===== src/rtl/alu_seq_if.sv =====
// Request/result bundle for alu_seq: operands and start in, registered result,
// flags and the busy/done handshake out.
interface alu_seq_if #(
    parameter int WIDTH = 8
);
    logic             start;
    logic [2:0]       op;
    logic [WIDTH-1:0] a;
    logic [WIDTH-1:0] b;
    logic             ci;
    logic [WIDTH-1:0] r;
    logic [WIDTH-1:0] hi;
    logic             co;
    logic             slt;
    logic             zero;
    logic             busy;
    logic             done;

    modport master (
        output start, op, a, b, ci,
        input  r, hi, co, slt, zero, busy, done
    );

    modport slave (
        input  start, op, a, b, ci,
        output r, hi, co, slt, zero, busy, done
    );
endinterface


===== src/rtl/alu_seq.sv =====
// Registered WIDTH-bit ALU with start/done handshake; MUL runs as a WIDTH-cycle
// unsigned shift-add, every other op completes in one cycle.
module alu_seq #(
    parameter int WIDTH = 8
) (
    input logic     clk,
    input logic     reset,
    alu_seq_if.slave bus
);
    localparam int CW = $clog2(WIDTH + 1);

    typedef enum logic [2:0] {
        OP_AND = 3'b000,
        OP_OR  = 3'b001,
        OP_ADD = 3'b010,
        OP_XOR = 3'b011,
        OP_MUL = 3'b100,
        OP_RSV = 3'b101,
        OP_SUB = 3'b110,
        OP_SLT = 3'b111
    } op_e;

    typedef enum logic {IDLE, MUL_RUN} state_e;

    op_e                op;
    state_e             state, state_nx;
    logic [CW-1:0]      count, count_nx;
    logic [2*WIDTH-1:0] acc, acc_step;
    logic [WIDTH-1:0]   mcand;
    logic [WIDTH:0]     psum;
    logic               load_mul;

    // Single-cycle datapath
    logic [WIDTH-1:0] bx;
    logic [WIDTH:0]   sum;
    logic             ovf;
    logic [WIDTH-1:0] alu_r;
    logic             alu_co, alu_slt;

    // Result staging, written into the output registers on a done cycle
    logic             res_we;
    logic [WIDTH-1:0] r_nx, hi_nx;
    logic             co_nx, slt_nx;

    assign op = op_e'(bus.op);

    // NOTE: every always_comb output gets a default first so no path infers a latch.
    always_comb begin
        bx      = (op == OP_SUB || op == OP_SLT) ? ~bus.b : bus.b;
        sum     = {1'b0, bus.a} + {1'b0, bx} + {{WIDTH{1'b0}}, bus.ci};
        ovf     = (bus.a[WIDTH-1] == bx[WIDTH-1]) && (sum[WIDTH-1] != bus.a[WIDTH-1]);
        alu_r   = '0;
        alu_co  = 1'b0;
        alu_slt = 1'b0;
        unique case (op)
            OP_AND: alu_r = bus.a & bus.b;
            OP_OR:  alu_r = bus.a | bus.b;
            OP_XOR: alu_r = bus.a ^ bus.b;
            OP_ADD, OP_SUB: begin
                alu_r  = sum[WIDTH-1:0];
                alu_co = sum[WIDTH];
            end
            OP_SLT: begin
                alu_r   = sum[WIDTH-1:0];
                alu_co  = sum[WIDTH];
                alu_slt = sum[WIDTH-1] ^ ovf;
            end
            OP_MUL, OP_RSV: alu_r = '0;
        endcase
    end

    // One shift-add step: conditionally add the multiplicand into the upper half,
    // then shift the whole accumulator right; the multiplier drains out of the low half.
    always_comb begin
        psum     = {1'b0, acc[2*WIDTH-1:WIDTH]} + {1'b0, mcand};
        acc_step = acc[0] ? {psum, acc[WIDTH-1:1]} : {1'b0, acc[2*WIDTH-1:1]};
    end

    always_comb begin
        state_nx = state;
        count_nx = count;
        load_mul = 1'b0;
        res_we   = 1'b0;
        r_nx     = '0;
        hi_nx    = '0;
        co_nx    = 1'b0;
        slt_nx   = 1'b0;
        unique case (state)
            IDLE: begin
                if (bus.start) begin
                    if (op == OP_MUL) begin
                        load_mul = 1'b1;
                        count_nx = CW'(WIDTH);
                        state_nx = MUL_RUN;
                    end else begin
                        res_we = 1'b1;
                        r_nx   = alu_r;
                        co_nx  = alu_co;
                        slt_nx = alu_slt;
                    end
                end
            end
            MUL_RUN: begin
                count_nx = count - CW'(1);
                if (count == CW'(1)) begin
                    state_nx = IDLE;
                    res_we   = 1'b1;
                    r_nx     = acc_step[WIDTH-1:0];
                    hi_nx    = acc_step[2*WIDTH-1:WIDTH];
                    co_nx    = |acc_step[2*WIDTH-1:WIDTH];
                end
            end
        endcase
    end

    // NOTE: sequential state uses non-blocking assignments so every register samples pre-edge values.
    always_ff @(posedge clk) begin
        if (reset) begin
            state    <= IDLE;
            count    <= '0;
            bus.r    <= '0;
            bus.hi   <= '0;
            bus.co   <= 1'b0;
            bus.slt  <= 1'b0;
            bus.zero <= 1'b1;
            bus.done <= 1'b0;
        end else begin
            state    <= state_nx;
            count    <= count_nx;
            bus.done <= res_we;
            if (res_we) begin
                bus.r    <= r_nx;
                bus.hi   <= hi_nx;
                bus.co   <= co_nx;
                bus.slt  <= slt_nx;
                bus.zero <= (r_nx == '0);
            end
        end
    end

    // NOTE: multiplier datapath registers carry no reset; they are always loaded at acceptance before use.
    always_ff @(posedge clk) begin
        if (load_mul) begin
            acc   <= {{WIDTH{1'b0}}, bus.b};
            mcand <= bus.a;
        end else if (state == MUL_RUN) begin
            acc <= acc_step;
        end
    end

    assign bus.busy = (state == MUL_RUN);

endmodule

===== src/flat_wrapper.sv =====
// flat-port wrapper written by rule: the top's interface ports become plain ports
module alu_seq_flat 
#(
    parameter int WIDTH = 8
)
  (clk, reset, bus_start, bus_op, bus_a, bus_b, bus_ci, bus_r, bus_hi, bus_co, bus_slt, bus_zero, bus_busy, bus_done);
  alu_seq_if #(.WIDTH(WIDTH)) bus_i ();
  input logic clk;
  input logic reset;
  input wire logic [$bits(bus_i.start)-1:0] bus_start;
  input wire logic [$bits(bus_i.op)-1:0] bus_op;
  input wire logic [$bits(bus_i.a)-1:0] bus_a;
  input wire logic [$bits(bus_i.b)-1:0] bus_b;
  input wire logic [$bits(bus_i.ci)-1:0] bus_ci;
  output wire logic [$bits(bus_i.r)-1:0] bus_r;
  output wire logic [$bits(bus_i.hi)-1:0] bus_hi;
  output wire logic [$bits(bus_i.co)-1:0] bus_co;
  output wire logic [$bits(bus_i.slt)-1:0] bus_slt;
  output wire logic [$bits(bus_i.zero)-1:0] bus_zero;
  output wire logic [$bits(bus_i.busy)-1:0] bus_busy;
  output wire logic [$bits(bus_i.done)-1:0] bus_done;
  assign bus_i.start = bus_start;
  assign bus_i.op = bus_op;
  assign bus_i.a = bus_a;
  assign bus_i.b = bus_b;
  assign bus_i.ci = bus_ci;
  assign bus_r = bus_i.r;
  assign bus_hi = bus_i.hi;
  assign bus_co = bus_i.co;
  assign bus_slt = bus_i.slt;
  assign bus_zero = bus_i.zero;
  assign bus_busy = bus_i.busy;
  assign bus_done = bus_i.done;
  alu_seq #(.WIDTH(WIDTH)) u_core (.clk(clk), .reset(reset), .bus(bus_i));
endmodule

===== config.mk =====
export PLATFORM = sky130hd
export DESIGN_NAME = alu_seq_flat
export DESIGN_NICKNAME = d
export VERILOG_FILES = /design/src/rtl/alu_seq_if.sv /design/src/rtl/alu_seq.sv /design/src/flat_wrapper.sv
export SDC_FILE = /design/constraint.sdc
export NUM_CORES = 1
export LEC_CHECK = 0
export ABC_CLOCK_PERIOD_IN_PS = 2600
export CORE_MARGIN = 4
export CORE_UTILIZATION = 45
export DETAILED_ROUTE_END_ITERATION = 10
export GPL_TIMING_DRIVEN = 1
export PLACE_DENSITY_LB_ADDON = 0.15
export SLEW_MARGIN = 5
export SYNTH_ARGS = -nofsm -noshare
export SYNTH_HDL_FRONTEND = slang
export SYNTH_SLANG_ARGS = --single-unit
export TNS_END_PERCENT = 10

===== constraint.sdc =====
create_clock -name clk -period 2.6 [get_ports clk]
set_input_delay 0.39 -clock clk [delete_from_list [all_inputs] [get_ports clk]]
set_output_delay 0.39 -clock clk [all_outputs]
set_load 0.01 [all_outputs]

==> flow_summary_export.csv <==
group,metric,value,unit
run_status,outcome,"finished, final reports clean",
setup_path,cpPeakStageDelay,0.44,ns
cts,cts.clk_slew.worst_paths,0.09,ns
setup_path,crit_path_top_delay_cell,"clkdlybuf4s50_1",
hold_path,holdPathStages,2,
timing,max_slew.worst_pin.slew,0.577,ns
timing,final.setup_skew,0.00476,ns
setup_path,worst_path_most_repeated_cell,"fa_2",
grt,grt.total_usage,20.1,%
cts,hold_buffers,0,
cells_and_area,area_delta_synth_final,27.3,%
setup_path,r2r_setup_slack,0.27,ns
setup_path,worstReg2RegEnd,"u_core.bus.co",
power_and_ir_drop,leakage,1.79,nW
hold_path,hold_class,"reg -> reg",
die,core_area,0.00729,mm^2
grt,grt-ovfl-total,0,
cts,tritoncts,"yes",
place,place_hpwl,6.74,mm
grt,grt_pass1_vias,2943,
timing,finalHoldViolCount,0,
power_and_ir_drop,p_seq_share,41.8,%
setup_path,worstPathRequired,2.82,ns
power_and_ir_drop,switching_share,32.7,%
hold_path,min_from,"u_core.bus.r[2]",
power_and_ir_drop,intPower,1.44,mW
route,vias,3023,
die,chipHeight,94.7,um
synthesis,synth_cell_types,61,
setup_path,rr_startpoint,"u_core.acc[8]",
setup_path,path_cells,"clkdlybuf4s50_1 > inv_2 > fa_2 > inv_1 > fa_2 > xor2_1 > nand3_1 > a221oi_1 > nor4_2 > nand4_1 > o31ai_1",
timing,rsz0062_at_grt,"no",
timing,period_share,93.6,%
cts,htreeDepth,2,
grt,antenna_found_initial,0,
synthesis,seq_area_frac_synth,33.7,%
die,num_rows,31,
timing,maxSlewViolCount,0,
route,totalWireLength,8.55,mm
cts,insertion_delay,0.30,ns
power_and_ir_drop,comb_power_share,35.7,%
die,die_w,94.7,um
cts,post-cts-setup-buffer-count,0,
setup_path,cp.arrival,2.65,ns
synthesis,synth.area.top_cells,"dfxtp_1 (20%), edfxtp_1 (14%), ha_1 (12%), a21oi_1 (4.4%), inv_1 (3.3%)",
cts,clock-sinks,49,
route,dr.pass1.iters,4,
timing,fin_crit,2.43,ns
cells_and_area,n_fill_cell,686,
place,port-buffer-count,43,
route,vias_per_cell,5.46,
cells_and_area,layout_common_cells,"clkdlybuf4s50_1 (40), buf_4 (40), ha_1 (33), dfxtp_1 (33)",
grt,grt_pass1_wl,14.1,mm
setup_path,criticalPathCategory,"in -> reg",
place,dp_cells,546,
setup_path,crit_fanout,2,
die,start_util,46.4,%
synthesis,yosysTopAreaCellShare,19.5,%
synthesis,syn-num-nets,439,
synthesis,synth_area,0.00338,mm^2
timing,slew_headroom,61.5,%
synthesis,ys_ff_latch,49,
cells_and_area,fin_cells,554,
cells_and_area,final_area,0.00431,mm^2
timing,fmax,411,MHz
synthesis,syn_inst,380,
grt,grt_max_degree,26,
power_and_ir_drop,switching_power,0.699,mW
synthesis,synth_edf_count,16,
flow_run,cap_violations,0,
cells_and_area,final_nets,513,
synthesis,synth_top_cell_by_area,"dfxtp_1",
place,finalWeightedCongestion,0.931,
synthesis,avgSynthCellArea,8.90,um^2
synthesis,synthFlopType,"dfxtp_1",
place,placed_area,0.00419,mm^2
power_and_ir_drop,p_per_area,497,mW/mm^2
cts,ctsLongestPathBuffers,2,
setup_path,crit_path_start_kind,"input port",
timing,finalSetupViolCount,0,
setup_path,crit_path_end_kind,"flip-flop",
power_and_ir_drop,power_frac_clock,22.5,%
cells_and_area,antenna_cells,0,
cells_and_area,drive_above_1_share,16.9,%
hold_path,whs_endpoint,"u_core.bus.r[2]",
route,drt_iter0_drc,118,
cts,clockRootBuffer,"clkbuf_8",
cts,cts_buffers,5,
synthesis,yosysWarningCount,0,
route,ant_nets,0,
setup_path,crit_path_start,"bus_a[0]",
route,drc,0,
die,dieArea,0.00897,mm^2
route,wl_per_cell,15.4,um
synthesis,synthArstFlopShare,0,%
power_and_ir_drop,ir_worst_vdd,0.283,mV
setup_path,rr_worst_depth,9,
die,ioPinCount,44,
Yosys cell counts, types with 9 or more instances:
cell	n
a21oi_1	30
xnor2_1	10
nand2b_1	9
nand3_1	10
edfxtp_1	16
nand2_1	23
o21ai_0	18
inv_1	30
nor2_1	30
dfxtp_1	33
nor3_1	9
ha_1	33
worst max-delay path by stage:
stage	to	slack (ns)	depth (start not counted)
finish	u_core.bus.zero	0.17	11
global route	u_core.bus.zero	0.01	10
CTS	u_core.bus.zero	0.07	12
detailed placement	u_core.bus.zero	-0.58	12
global placement	u_core.bus.co	-0.55	13
floorplan	u_core.bus.zero	0.02	12
critical path, delay by kind of cell:
family | cells | cell delay (ns)
AOI/OAI and AO/OA | 2 | 0.34
buffers and inverters | 3 | 0.58
xor gates and xnor gates | 1 | 0.17
adders and majority gates | 2 | 0.57
and+or+nand+nor | 3 | 0.60
layer usage:
layer / global-route usage (%) / wire length, um
met1: 25.9 / 3810
met2: 35.1 / 4220
met3: 3.27 / 410
met4: 4.57 / 112
met5: 0 / 0
metrics by stage:
step / worst slack [ns] / power (mW) / util [%] / hold slack (ns) / TNS, ns
floorplan: 0.0161 / 1.39 / - / 0.459 / 0
global placement: -0.546 / 1.65 / 57.4 / 0.445 / -3.25
detailed placement: -0.578 / 1.66 / 57.4 / 0.446 / -3.62
CTS: 0.0745 / 2.16 / 59.1 / 0.462 / 0
global route: 0.0136 / 2.28 / 59.1 / 0.477 / 0
finish: 0.168 / 2.14 / 59.1 / 0.463 / 0
logic make-up after synthesis:
logic type	after synthesis	synth area share, %
buf+inv	48	6.88
fa+ha+maj	36	14.0
xor+xnor	16	4.14
flops	49	33.7
compound gates	105	20.6
simple gates	118	18.2
mux	8	2.52
cell type report:
cell class | count | area, um^2 | share of cell area, %
clock buffers | 6 | 82.6 | 1.92
repair buffers | 85 | 759 | 17.6
inverters | 30 | 113 | 2.61
well taps | 99 | 124 | 2.88
multi-input cells | 283 | 2070 | 48.1
clock inverters | 2 | 13.8 | 0.320
flip-flops and latches | 49 | 1140 | 26.5
power groups by stage:
stage                     clock (mW)  combinational [mW]  sequential [mW]
after detailed placement           0               0.750            0.911
after CTS                      0.496               0.765            0.894
after global placement             0               0.738            0.910
after floorplan                    0               0.491            0.903
final                          0.481               0.763            0.895
after global routing           0.526               0.851            0.903
state kept, by name, summed over array words and instances (netlist names):
name,cells
u_core.bus.zero,1
u_core.bus.slt,1
u_core.acc,16
u_core.mcand,8
u_core.bus.done,1
u_core.bus.hi,8
u_core.bus.r,8
u_core.bus.co,1
u_core.count,4
u_core.bus.busy,1
timing repair:
| item | 4_1_cts | 5_1_grt |
|---|---|---|
| setup endpoints to repair | 6 | 3 |
| pin swaps | 10 | 4 |
| resized for setup | 10 | 6 |
| hold endpoints to repair | 0 | 0 |
No activity file was read; power rests on OpenSTA's default activity.
